--- config.mk ---
export PLATFORM = sky130hd
export DESIGN_NAME = if_pc_ctrl
export DESIGN_NICKNAME = d
export VERILOG_FILES = /design/src/rtl/if_pc_ctrl.sv
export SDC_FILE = /design/constraint.sdc
export NUM_CORES = 1
export LEC_CHECK = 0
export BUFFER_PORTS_ARGS = -buffer_cell sky130_fd_sc_hd__buf_4
export CAP_MARGIN = 30
export CORE_AREA = 5 5 117 119
export DETAILED_ROUTE_END_ITERATION = 10
export DIE_AREA = 0 0 122 124
export PLACE_DENSITY = 0.71
export SKIP_CTS_REPAIR_TIMING = 1
export SLEW_MARGIN = 30
export SYNTH_ARGS = -nofsm -noshare
export SYNTH_HDL_FRONTEND = slang
export SYNTH_SLANG_ARGS = --single-unit
--- constraint.sdc ---
create_clock -name i_clk -period 3.7 [get_ports i_clk]
set_input_delay 0.37 -clock i_clk [delete_from_list [all_inputs] [get_ports i_clk]]
set_output_delay 0.37 -clock i_clk [all_outputs]
set_load 0.02 [all_outputs]
--- src/rtl/if_pc_ctrl.sv ---
// Fetch-stage program counter owner.
// Holds the PC, offers PC+PC_INC and the selected redirect target to the IF
// next-PC mux, gates PC advance by run/step mode and hazard stall, detects the
// HALT encoding and counts advanced cycles for the debug unit.
//
// Handshake note: there is no valid/ready pair here. A redirect request
// (i_jump / i_branch_taken) is consumed only on a cycle with o_pc_en=1; while
// i_stall is high it is ignored, so the requester must hold it until a
// non-stalled advancing cycle.
module if_pc_ctrl #(
    parameter int unsigned             SIZE_REG_MEM = 32,
    parameter int unsigned             PC_INC       = 4,
    parameter logic [SIZE_REG_MEM-1:0] HALT_INSTR   = '1,
    parameter int unsigned             SIZE_CNT     = 32
) (
    input  logic                    i_clk,
    input  logic                    i_reset_n,
    input  logic                    i_start,
    input  logic                    i_mode_cont,
    input  logic                    i_step,
    input  logic                    i_clear,
    input  logic                    i_stall,
    input  logic                    i_jump,
    input  logic [SIZE_REG_MEM-1:0] i_jump_target,
    input  logic                    i_branch_taken,
    input  logic [SIZE_REG_MEM-1:0] i_branch_target,
    input  logic [SIZE_REG_MEM-1:0] i_instr,
    output logic [SIZE_REG_MEM-1:0] o_pc,
    output logic [SIZE_REG_MEM-1:0] o_pc_inc,
    output logic [SIZE_REG_MEM-1:0] o_redirect_tgt,
    output logic                    o_mux_sel,
    output logic                    o_pc_en,
    output logic                    o_halted,
    output logic [SIZE_CNT-1:0]     o_cycle_cnt,
    output logic [1:0]              o_state
);

    typedef enum logic [1:0] {
        ST_IDLE = 2'b00,
        ST_RUN  = 2'b01,
        ST_STEP = 2'b10,
        ST_HALT = 2'b11
    } state_t;

    state_t state, state_nxt;

    logic                    adv;
    logic                    redirect;
    logic                    halt_det;
    logic [SIZE_REG_MEM-1:0] pc_load;

    // Datapath toward the next-PC mux; the sum wraps naturally at the width.
    always_comb begin
        o_pc_inc       = o_pc + SIZE_REG_MEM'(PC_INC);
        redirect       = i_jump | i_branch_taken;
        o_redirect_tgt = i_jump ? i_jump_target : i_branch_target;
        o_mux_sel      = redirect;
        pc_load        = redirect ? o_redirect_tgt : o_pc_inc;
    end

    // Advance gating and halt detection; a halt in the redirect shadow is squashed.
    always_comb begin
        adv      = (state == ST_RUN) | ((state == ST_STEP) & i_step);
        o_pc_en  = adv & ~i_stall;
        halt_det = (i_instr == HALT_INSTR) & ~redirect;
    end

    // Next-state logic: start only leaves IDLE, clear only leaves HALT.
    always_comb begin
        state_nxt = state;
        case (state)
            ST_IDLE: if (i_start) state_nxt = i_mode_cont ? ST_RUN : ST_STEP;
            ST_RUN,
            ST_STEP: if (halt_det & o_pc_en) state_nxt = ST_HALT;
            ST_HALT: if (i_clear) state_nxt = ST_IDLE;
            default: state_nxt = ST_IDLE;
        endcase
    end

    // State register.
    always_ff @(posedge i_clk or negedge i_reset_n) begin
        if (!i_reset_n) state <= ST_IDLE;
        else            state <= state_nxt;
    end

    // PC register: load word-aligned next PC unless halting; clear zeroes it.
    always_ff @(posedge i_clk or negedge i_reset_n) begin
        if (!i_reset_n) begin
            o_pc <= '0;
        end else if ((state == ST_HALT) && i_clear) begin
            o_pc <= '0;
        end else if (o_pc_en && !halt_det) begin
            o_pc <= {pc_load[SIZE_REG_MEM-1:2], 2'b00};
        end
    end

    // Advanced-cycle counter, saturating; the halting cycle still counts.
    always_ff @(posedge i_clk or negedge i_reset_n) begin
        if (!i_reset_n) begin
            o_cycle_cnt <= '0;
        end else if ((state == ST_HALT) && i_clear) begin
            o_cycle_cnt <= '0;
        end else if (o_pc_en && (o_cycle_cnt != '1)) begin
            o_cycle_cnt <= o_cycle_cnt + 1'b1;
        end
    end

    // Debug view of the FSM.
    always_comb begin
        o_state  = state;
        o_halted = (state == ST_HALT);
    end

endmodule
Word-level counts from Yosys, hierarchy flattened

Index checks and enable logic that the tools add are counted.

Bitwise operators: 8
Multiplexer cells: 11
Add/sub/neg operators: 2
Equality and inequality tests: 8
Reductions and logical operators: 9

Operators by type and width:

| kind                  | number |
|---|---|
| $mux 32               | 6 |
| $add 32x1->32 const B | 1 |
| $add 32x3->32 const B | 1 |
| $eq 32x32->1 const B  | 1 |
| $ne 32x32->1 const B  | 1 |
| $mux 2                | 4 |
| $ne 2x2->1 const B    | 3 |
| $pmux 2 s3            | 1 |
| $and 1x1->1           | 4 |
| $eq 2x2->1 const B    | 2 |
| $reduce_bool 2->1     | 2 |
| $logic_and 1x1->1     | 3 |
| $reduce_and 3->1      | 1 |
| $eq 2x1->1 const B    | 1 |
| $logic_not 2->1       | 1 |
| $not 1->1             | 2 |
| $or 1x1->1            | 2 |
| $reduce_or 2->1       | 1 |
| $logic_not 1->1       | 1 |

Bits of input ports: 105
Register bits after elaboration: 66
Word-level logic and storage cells: 41
Output and inout port bits: 133

Logic depth before layout (Yosys ltp)

Depth after elaboration: 7
Mapped depth: 10
Depth with buffers taken out: 8

Worst setup path after synthesis

OpenSTA, ideal clock, no wires.

Path kind: register to output
From: register o_pc[2]
To: output o_pc_inc[28]
Cell stages (with the launch flop): 6
Arrival: 2022 ps
Path buffers: 0
Setup slack: 1308 ps
Required time: 3330 ps
Cell sequence: dfrtp_1 -> ha_1 -> nand3_1 -> nor4_4 -> nand4_1 -> xnor2_1

Word-level cells in the longest chain between the ends: 1

Ends and longest elaborated chain:

| element                | line | source |
|---|---|---|
| from (decl)            | 28   | `output logic [SIZE_REG_MEM-1:0] o_pc,` |
| from (signal assigned) | 93   | `o_pc <= {pc_load[SIZE_REG_MEM-1:2], 2'b00};` |
| $add 32x3->32          | 54   | `o_pc_inc = o_pc + SIZE_REG_MEM'(PC_INC);` |
| to (decl)              | 29   | `output logic [SIZE_REG_MEM-1:0] o_pc_inc,` |

Every way passes these cells.

Worst setup path in the final report

Ends and elaborated chain as after synthesis.

==> impl_metrics.yaml <==
outcome:
  status: "finished clean"
sta:
  maximum_achievable_frequency_mhz: 329.3
  worstMarginPinSlew_ps: 910.1
  min_period_over_period_pct: 82.07
  fin_tns_setup_ps: 0
  worst_hold_slack_ps: 377.3
  maxSlewViolCount: 0
  fin_crit_ps: 3037
  number_of_hold_violations_in_the_final_report: 0
  clock_skew_ps: 8.573
  slew-limit-headroom_pct: 39.32
  grt_setup_unrepaired: "false"
  setup-violations-final: 0
routing:
  vias: 5620
  detail_route.wirelength_um: 18510
  detail-route-antenna-nets: 0
  drt_pass1_iterations: 5
  initialDrtViolationCount: 408
  detail_routed_via_count_per_cell: 5.830
  post-route-drc-count: 0
  avgRoutedWirePerCell_um: 19.20
setup_path:
  timing.critical_path.buf_inv: 1
  worst_path_max_delay_cell: "nor4_4"
  worstSetupStartpointType: "flip-flop"
  cp_slowest_stage_delay_ps: 530
  largest_delay_share_family_worst_path: "simple AND/OR/NAND/NOR gates"
  setup.worst_path.class: "reg2out"
  setup.reg_to_reg.worst_slack_ps: 1140
  worstSetupEndpointType: "primary output"
  critPathMaxFanout: 9
  required_ps: 3330
  arrival_ps: 2670
  chain_of_cells_forming_the_critical_path: "ha_1 > nand3_1 > nor4_4 > nand4_1 > xnor2_1 > buf_4"
pwr:
  total_leakage_power_nw: 3.145
  maximum_vdd_drop_mv: 0.3774
  power.density_cell_area_nw_per_um2: 601.0
cells_and_area:
  layout.cells.most_common: "buf_4"
  drive_above_1_share_pct: 40.28
  final_core_utilization_pct: 57.36
  synthesis_to_finish_area_growth_pct: 43.34
  multi_input_area_um2: 3133
  antennaDiodeCount: 0
  fin_nets: 898
  layout.cells.most_common_list: "buf_4, dfrtp_1, nand2_1, a21oi_1, nand3_1"
  regArea_um2: 1602
  num-fill-cells: 1122
floorplan:
  die_h_um: 124
  core.rowCount: 41
  num_io_pins: 238
  chipWidth_um: 122
  start_util_pct: 40.02
  die-area_um2: 15130
  coreArea_um2: 12470
place:
  count_of_buffers_from_port_buffering: 233
  gp_congestion: 0.9205
  detailed_place_hpwl_um: 13420
global_routing:
  busiest_layer: "met2"
  grt_start_max_net_pins: 65
  initial_antenna_violation_count: 0
  use_met1_pct: 29.34
  grt_pass1_vias: 5618
  global_route.usage.met3_pct: 6.131
  gr-usage-met2_pct: 41.51
  grt_overflow_total: 0
  overall_track_demand_over_capacity_in_global_routing_pct: 23.86
  grt_first_pass_wirelength_um: 28790
clocking:
  htreeDepth: 3
  clkTransAtPathRegs_ps: 70
  cts-root-to-sink-buffers: 2
  worst_skew_pair.late_latency_ps: 330
  clock-root-buffer: "clkbuf_16"
  cts_tree: "done"
  clock_sink_count: 64
  cts-buffers-inserted: 9
synth:
  synth_area_um2: 4989
  ys_seq_elements: 64
  synth-seq-area-share_pct: 32.10
  synth_ff_type: "dfrtp_1"
  ys_types: 68
  synth_edf_count: 0
  ys_async_sr_fraction_pct: 100.0
  yosys_warnings: 0
  syn_area_per_cell_um2: 8.616
  synthesized_instance_count: 579
min_path:
  timing.hold.worst.class: "in2reg"
flow_run:
  cap_violations: 0
## report_power, final
part,internal [mW],leakage [nW],switching (mW)
sequential,0.874,0.859,0.370
clock,0.597,0.157,0.359
combinational,0.880,2.13,1.22
total,2.35,3.14,1.95
## Yosys cell counts, types with 2 or more instances
library cell,number,area share [%]
a31oi_1,4,0.50
buf_2,15,1.5
and2_1,2,0.25
nor3_2,2,0.40
o31a_1,3,0.53
nor3_1,9,0.90
mux2i_1,5,1.0
o21ai_1,3,0.30
o32ai_2,2,0.65
o21ai_0,34,3.4
o211ai_1,12,1.8
nand2_1,54,4.1
xnor2_1,20,3.5
nand2b_1,4,0.50
a31o_2,3,0.53
buf_6,3,0.68
a21oi_1,51,5.1
buf_1,2,0.15
nand4_2,2,0.50
clkbuf_1,19,1.4
or2_2,2,0.25
nor4_1,6,0.75
buf_4,6,0.90
nor2_1,25,1.9
ha_1,6,1.5
xor2_1,10,1.8
o32ai_1,3,0.53
a21o_1,2,0.30
dfrtp_1,64,32
nand4_1,31,3.9
and4_1,6,1.1
or4_1,12,1.8
o21a_1,6,0.90
o31ai_1,15,2.3
a311oi_1,2,0.35
and3_1,3,0.38
nor4_4,3,1.3
and4_4,2,0.45
mux2_2,32,7.2
or3_1,17,2.1
inv_1,13,0.98
nand3_1,38,3.8
## registers in the layout (all words and copies together), names as in the netlist
register	flops
o_cycle_cnt	32
o_state	2
o_pc	30
## worst reg2reg max path: stages, from the launching register on
cell,delay (ps)
dfrtp_1,420
inv_1,120
ha_1,190
a21oi_2,100
or2_2,400
inv_1,250
nand2_1,280
or4_1,570
a21oi_1,160
## path summary, 6_finish.rpt
path	start	to	cells past startpoint
setup / recovery	o_pc[2]	o_pc_inc[28]	6
hold / removal	i_mode_cont	o_state[0]	3
setup reg to reg	o_state[0]	o_cycle_cnt[19]	8
hold reg to reg	o_cycle_cnt[28]	o_cycle_cnt[28]	2
max in group asynchronous	i_reset_n	o_pc[19]	3
min in group asynchronous	i_reset_n	o_cycle_cnt[14]	2
## cell families after synthesis
| logic type | Yosys count | share of synthesized area [%] |
|---|---|---|
| and+or+nand+nor | 230 | 27.14 |
| AOI/OAI and AO/OA | 152 | 19.94 |
| DFF | 64 | 32.10 |
| buffers and inverters | 59 | 5.744 |
| muxes | 37 | 8.227 |
| xor gates and xnor gates | 30 | 5.267 |
| adders and majority gates | 6 | 1.505 |
| other | 1 | 0.07517 |
## final cells by class
class,count,share of cell area [%]
sequential,64,22.40
clock buffer,9,3.150
clock inverter,7,1.435
inverter,13,0.6824
tap,172,3.010
timing repair buffer,240,25.51
multi-input combinational,459,43.81
## routing by layer
| metal | vias to the layer above | wire [um] | part of all wire (%) |
|---|---|---|---|
| met5 | - | 0 | 0 |
| met4 | 0 | 330 | 1.8 |
| met3 | 30 | 1716 | 9.3 |
| met2 | 290 | 9177 | 50 |
| met1 | 2708 | 7286 | 39 |
| li1 | 2592 | - | - |
## stage by stage
step                instance area, um^2  power [mW]  setup slack, ps  std cells
floorplan                          5000       2.390             1308        582
detailed placement                 6774       3.325             1077        946
global placement                   6774       3.266             1204        946
CTS                                7102       4.297            707.7        962
global route                       7151       4.529            495.8        964
finish                             7151       4.298            663.3        964
(Power assumes the default switching activity.)
